===== config.mk =====
export PLATFORM = sky130hd
export DESIGN_NAME = cdb_arb
export DESIGN_NICKNAME = d
export VERILOG_FILES = /design/src/rtl/cdb_arb_pkg.sv /design/src/rtl/cdb_arb_rr_arb.sv /design/src/rtl/cdb_arb.sv
export SDC_FILE = /design/constraint.sdc
export NUM_CORES = 1
export LEC_CHECK = 0
export BUFFER_PORTS_ARGS = -buffer_cell sky130_fd_sc_hd__buf_4
export CORE_MARGIN = 10
export CORE_UTILIZATION = 41
export DETAILED_ROUTE_END_ITERATION = 8
export PLACE_DENSITY_LB_ADDON = 0.08
export SLEW_MARGIN = 5
export SYNTH_ARGS = -nofsm -noshare
export SYNTH_HDL_FRONTEND = slang
export SYNTH_HIERARCHICAL = 1
export SYNTH_SLANG_ARGS = --single-unit

===== constraint.sdc =====
create_clock -name clk -period 2.09 [get_ports clk]
set_input_delay 0.209 -clock clk [delete_from_list [all_inputs] [get_ports clk]]
set_output_delay 0.209 -clock clk [all_outputs]
set_load 0.01 [all_outputs]

===== src/rtl/cdb_arb_pkg.sv =====
// Shared definitions for the common data bus: requester indices, default
// sizes, the consumer-side bus bundle and the round-robin pointer helper.
package cdb_arb_pkg;

    localparam int CDB_N_REQ  = 3;
    localparam int CDB_SRC_W  = 2;
    localparam int CDB_TAG_W  = 4;
    localparam int CDB_DATA_W = 32;

    localparam logic [CDB_SRC_W-1:0] CDB_SRC_ALU = 2'd0;
    localparam logic [CDB_SRC_W-1:0] CDB_SRC_MDU = 2'd1;
    localparam logic [CDB_SRC_W-1:0] CDB_SRC_LSU = 2'd2;

    // Bundle seen by the ROB, register file and reservation-station wakeup.
    typedef struct packed {
        logic                  vld;
        logic [CDB_TAG_W-1:0]  tag;
        logic [CDB_DATA_W-1:0] data;
        logic [CDB_SRC_W-1:0]  src;
    } cdb_bus_t;

    // Round-robin pointer advance: the slot after the winner, wrapping to 0.
    function automatic int rr_next(input int win, input int n);
        int nxt;
        if (win >= n - 1) begin
            nxt = 0;
        end else begin
            nxt = win + 1;
        end
        return nxt;
    endfunction

endpackage


===== src/rtl/cdb_arb_rr_arb.sv =====
// Combinational round-robin arbiter: grants the first requester at or above
// the pointer, wrapping to index 0. Also used for reservation-station issue.
module rr_arb #(
    parameter  int N  = 3,
    localparam int PW = (N > 1) ? $clog2(N) : 1
) (
    input  logic [N-1:0]  i_req,
    input  logic [PW-1:0] i_ptr,
    input  logic          i_en,
    output logic [N-1:0]  o_grant,
    output logic [PW-1:0] o_win,
    output logic          o_any
);

    logic w_hit;

    // Two passes: first the slots from ptr upward, then the wrapped slots from 0.
    always_comb begin
        o_grant = '0;
        o_win   = '0;
        o_any   = 1'b0;
        w_hit   = 1'b0;
        for (int i = 0; i < N; i++) begin
            w_hit      = i_en && !o_any && i_req[i] && (i >= int'(i_ptr));
            o_grant[i] = o_grant[i] | w_hit;
            o_win      = w_hit ? PW'(i) : o_win;
            o_any      = o_any | w_hit;
        end
        for (int i = 0; i < N; i++) begin
            w_hit      = i_en && !o_any && i_req[i];
            o_grant[i] = o_grant[i] | w_hit;
            o_win      = w_hit ? PW'(i) : o_win;
            o_any      = o_any | w_hit;
        end
    end

endmodule


===== src/rtl/cdb_arb.sv =====
// Common data bus arbiter: picks one of ALU/MDU/LSU per cycle in round-robin
// order and registers the winner's tag/data onto the broadcast bus.
// A stalled, occupied bus register blocks new grants; flush empties it.
module cdb_arb
    import cdb_arb_pkg::*;
#(
    parameter  int TAG_W  = CDB_TAG_W,
    parameter  int DATA_W = CDB_DATA_W,
    parameter  int N_REQ  = CDB_N_REQ,
    localparam int SRC_W  = (N_REQ > 1) ? $clog2(N_REQ) : 1
) (
    input  logic                    clk,
    input  logic                    rst,
    input  logic                    flush,
    input  logic                    cdb_stall,
    input  logic [N_REQ-1:0]        req_vld,
    input  logic [N_REQ*TAG_W-1:0]  req_tag,
    input  logic [N_REQ*DATA_W-1:0] req_data,
    output logic [N_REQ-1:0]        req_rdy,
    output logic                    cdb_vld,
    output logic [TAG_W-1:0]        cdb_tag,
    output logic [DATA_W-1:0]       cdb_data,
    output logic [SRC_W-1:0]        cdb_src
);

    logic [SRC_W-1:0]  r_ptr;
    logic              r_cdb_vld;
    logic [TAG_W-1:0]  r_cdb_tag;
    logic [DATA_W-1:0] r_cdb_data;
    logic [SRC_W-1:0]  r_cdb_src;

    logic              w_hold;
    logic              w_ge;
    logic [N_REQ-1:0]  w_grant;
    logic [SRC_W-1:0]  w_win;
    logic              w_any;
    logic [TAG_W-1:0]  w_win_tag;
    logic [DATA_W-1:0] w_win_data;

    // Bus register is occupied and a consumer refuses it: nothing may move.
    assign w_hold = cdb_stall & r_cdb_vld;
    // Grants are suppressed during reset so req_rdy reads 0 while rst is high.
    assign w_ge   = ~rst & ~flush & ~w_hold;

    rr_arb #(
        .N (N_REQ)
    ) u_rr_arb (
        .i_req   (req_vld),
        .i_ptr   (r_ptr),
        .i_en    (w_ge),
        .o_grant (w_grant),
        .o_win   (w_win),
        .o_any   (w_any)
    );

    // One-hot AND-OR mux of the winning requester's tag and data.
    always_comb begin
        w_win_tag  = '0;
        w_win_data = '0;
        for (int i = 0; i < N_REQ; i++) begin
            w_win_tag  = w_win_tag  | ({TAG_W{w_grant[i]}}  & req_tag[i*TAG_W +: TAG_W]);
            w_win_data = w_win_data | ({DATA_W{w_grant[i]}} & req_data[i*DATA_W +: DATA_W]);
        end
    end

    // Round-robin pointer and broadcast register: load on grant, drain when
    // unstalled, hold while stalled, cleared by flush or reset.
    always_ff @(posedge clk or posedge rst) begin
        if (rst) begin
            r_ptr      <= '0;
            r_cdb_vld  <= 1'b0;
            r_cdb_tag  <= '0;
            r_cdb_data <= '0;
            r_cdb_src  <= '0;
        end else if (flush) begin
            r_ptr      <= '0;
            r_cdb_vld  <= 1'b0;
        end else if (w_any) begin
            r_ptr      <= SRC_W'(rr_next(int'(w_win), N_REQ));
            r_cdb_vld  <= 1'b1;
            r_cdb_tag  <= w_win_tag;
            r_cdb_data <= w_win_data;
            r_cdb_src  <= w_win;
        end else if (!w_hold) begin
            r_cdb_vld  <= 1'b0;
        end else begin
            r_cdb_vld  <= r_cdb_vld;
        end
    end

    assign req_rdy  = w_grant;
    assign cdb_vld  = r_cdb_vld;
    assign cdb_tag  = r_cdb_tag;
    assign cdb_data = r_cdb_data;
    assign cdb_src  = r_cdb_src;

endmodule


==> results_dict.tcl <==
set metrics [dict create \
    pwr-share-clk_pct 24.5 \
    syn_nets 306 \
    tightest_slew_ns 0.751 \
    numPlacedInstances 412 \
    synth-seq-cells 41 \
    antenna_cells 0 \
    drtIter0Drc 143 \
    criticalPathCategory "flop to primary output" \
    clock_path_buffers 2 \
    die_w_um 93.9 \
    mostFrequentLayoutCell "buf_4" \
    drv_slew 0 \
    vias_per_cell 5.27 \
    drc_errors 0 \
    antenna_found_initial 0 \
    finalClockSkew_ns 0.00477 \
    min_from "flush" \
    cp.arrival_ns 1.74 \
    most-common-layout-cells "buf_4 (164), dfrtp_1 (41), inv_1 (37)" \
    crit_family "buffers and inverters" \
    p_sw_uw 602 \
    crit_start "cdb_vld" \
    drive_above_1_share_pct 51.3 \
    ys_seq_area_share_pct 45.8 \
    required_ns 1.88 \
    yosys.area_share.simple_pct 3.02 \
    path_clk_slew_ns 0.08 \
    finalCritPeriodShare_pct 93.5 \
    initial_core_util_pct 43.0 \
    start_kind "flop" \
    portBuffers 156 \
    fillerInstances 408 \
    ios 157 \
    synth.area.mux_share_pct 17.4 \
    route.vias.total 2219 \
    core_um2 5200 \
    synth_xor_xnor_area_share_pct 0.391 \
    die_y_um 93.9 \
    hold_path_class "input pin to flop" \
    p_seq_share_pct 45.5 \
    power.density_nw_per_um2 584 \
    cts_tree "done" \
    critPathMaxStageDelay_ns 0.39 \
    synth_area_um2 2240 \
    crit_top_cell "buf_4" \
    ant_nets 0 \
    dieArea_um2 8820 \
    multi_input_area_um2 940 \
    p_int_uw 1490 \
    synth_top_area_share_pct 45.8 \
    instances_no_fill 421 \
    num_rows 26 \
    overflow 0 \
    max-cap-violations 0 \
    fmax_mhz 512 \
    synth_compound_area_share_pct 20.0 \
    syn_inst 191 \
    crit_fanout 17 \
    p_leak_uw 0.00172 \
    cts_num_sinks 41 \
    rsz0062_at_grt "false" \
    crit_slowest_cell "dfrtp_1" \
    yosysWarnings 6 \
    end_kind "primary output" \
    area_growth_pct 59.6 \
    post_cts_buffers 0 \
    grt_usage_pct 16.7 \
    power.share.switching_pct 28.9 \
    regArea_um2 1030 \
    setup_viol 0 \
    synth_fa_ha_area_share_pct 0 \
    synth_cell_types 22 \
    tns_ns 0 \
    avgSynthCellArea_um2 11.7 \
    routed_wl_um 7870 \
    first_global_vias 2354 \
    regToRegStartpoint "cdb_vld" \
    crit_chain "a211oi_1 -> buf_4 -> nand2_1 -> a221oi_4 -> buf_6 -> buf_4" \
    synth_top_family_by_area "compound AO/OA/AOI/OAI gates" \
    vdd_drop_max_v 0.000472 \
    slew_headroom_pct 49.6 \
    cts_root_buffer "clkbuf_8" \
    num-nets-final 465 \
    numCtsBuffers 5 \
    synthTopCellsByArea "dfrtp_1 (46%), a222oi_1 (16%), mux2i_1 (16%), inv_1 (6.4%), buf_6 (2.5%)" \
    grt_max_degree 24 \
    h-tree-depth 2 \
    post_drt_wl_per_cell_um 18.7 \
    worstSkewPairLatency_ns 0.29 \
    dp_hpwl_um 6240 \
    grt_pass1_wl_um 11800 \
    gp_congestion 0.776 \
    combPwrFrac_pct 30.0 \
    period_needed_ns 1.95 \
    dr.pass1.iters 6 \
    outcome "finished clean" \
    yosysTopAreaCell "dfrtp_1" \
    hold_viol 0 \
    cp_num_buf_inv 3 \
]
[final timing paths]
kind | to | slack, ns | cells past startpoint
min reg2reg | cdb_data[14] | 0.52 | 2
max in group asynchronous | cdb_data[3] | 1.06 | 4
max reg2reg | cdb_data[29] | 0.28 | 6
min | r_ptr[0] | 0.12 | 2
max | req_rdy[2] | 0.14 | 6
min in group asynchronous | cdb_src[1] | 0.53 | 3
[kinds of logic after synthesis]
family	Yosys count
DFF	41
xor gates and xnor gates	1
muxes	38
and+or+nand+nor	10
buffers and inverters	54
AOI/OAI and AO/OA	47
[power by group through the flow]
stage	logic, uW	registers, uW	clock network (uW)
after floorplan	192	1010	0
after global placement	621	963	0
after detailed placement	634	965	0
after CTS	636	951	529
after global routing	681	965	561
final	626	950	512
[stage by stage]
| step | worst slack [ns] | power, uW | utilization [%] | hold WS [ns] | cell area [um2] |
|---|---|---|---|---|---|
| CTS | 0.0855 | 2120 | 68.5 | 0.116 | 3560 |
| global placement | 0.292 | 1580 | 66.6 | 0.295 | 3470 |
| finish | 0.137 | 2090 | 68.7 | 0.121 | 3570 |
| detailed placement | 0.248 | 1600 | 66.6 | 0.290 | 3470 |
| floorplan | 0.0209 | 1200 | - | 0.272 | 2240 |
| global route | 0.0148 | 2210 | 68.7 | 0.122 | 3570 |
[per-layer routing]
metal	track usage [%]	up-vias	share of wire [%]
met5	0	-	0
met4	4.56	0	1.0
met3	7.59	8	11
met2	29.6	107	51
met1	17.5	1053	37
li1	-	1051	-
[cells in the mapped netlist, drive strengths merged]
cell	n
mux2i	36
o31a	1
o2111a	3
nand3b	2
buf	16
nor2	1
a211oi	1
dfrtp	41
a21oi	4
nand2	2
a221oi	2
a222oi	36
inv	38
nand2b	3
nor2b	1
xnor2	1
mux2	2
or3b	1
[worst reg2reg max path: cells and delay by family, from the launching register on]
kind / cells / cell delay [ns]
buffers and inverters: 2 / 0.47
DFF: 1 / 0.39
and+or+nand+nor: 1 / 0.29
AOI/OAI and AO/OA: 2 / 0.37
muxes: 1 / 0.22
[state kept, by name, summed over array words and instances, names as in the netlist]
register and flops:
cdb_src 2, cdb_vld 1, cdb_data 32, cdb_tag 4, r_ptr 2
[area by class of cell]
cell class / instances / share of cell area [%]
clock buffer: 5 / 1.93
inverter: 38 / 3.99
sequential: 41 / 28.7
tap: 70 / 2.45
clock inverter: 3 / 0.490
multi-input combinational: 96 / 26.3
timing repair buffer: 168 / 36.2
[what timing repair did]
action                                 4_1_cts  5_1_grt
resized for setup                            0        2
setup endpoints to repair                    0        2
hold buffers                                 1        0
endpoints found under the hold margin       19        0
No activity file was read; power rests on OpenSTA's default activity.
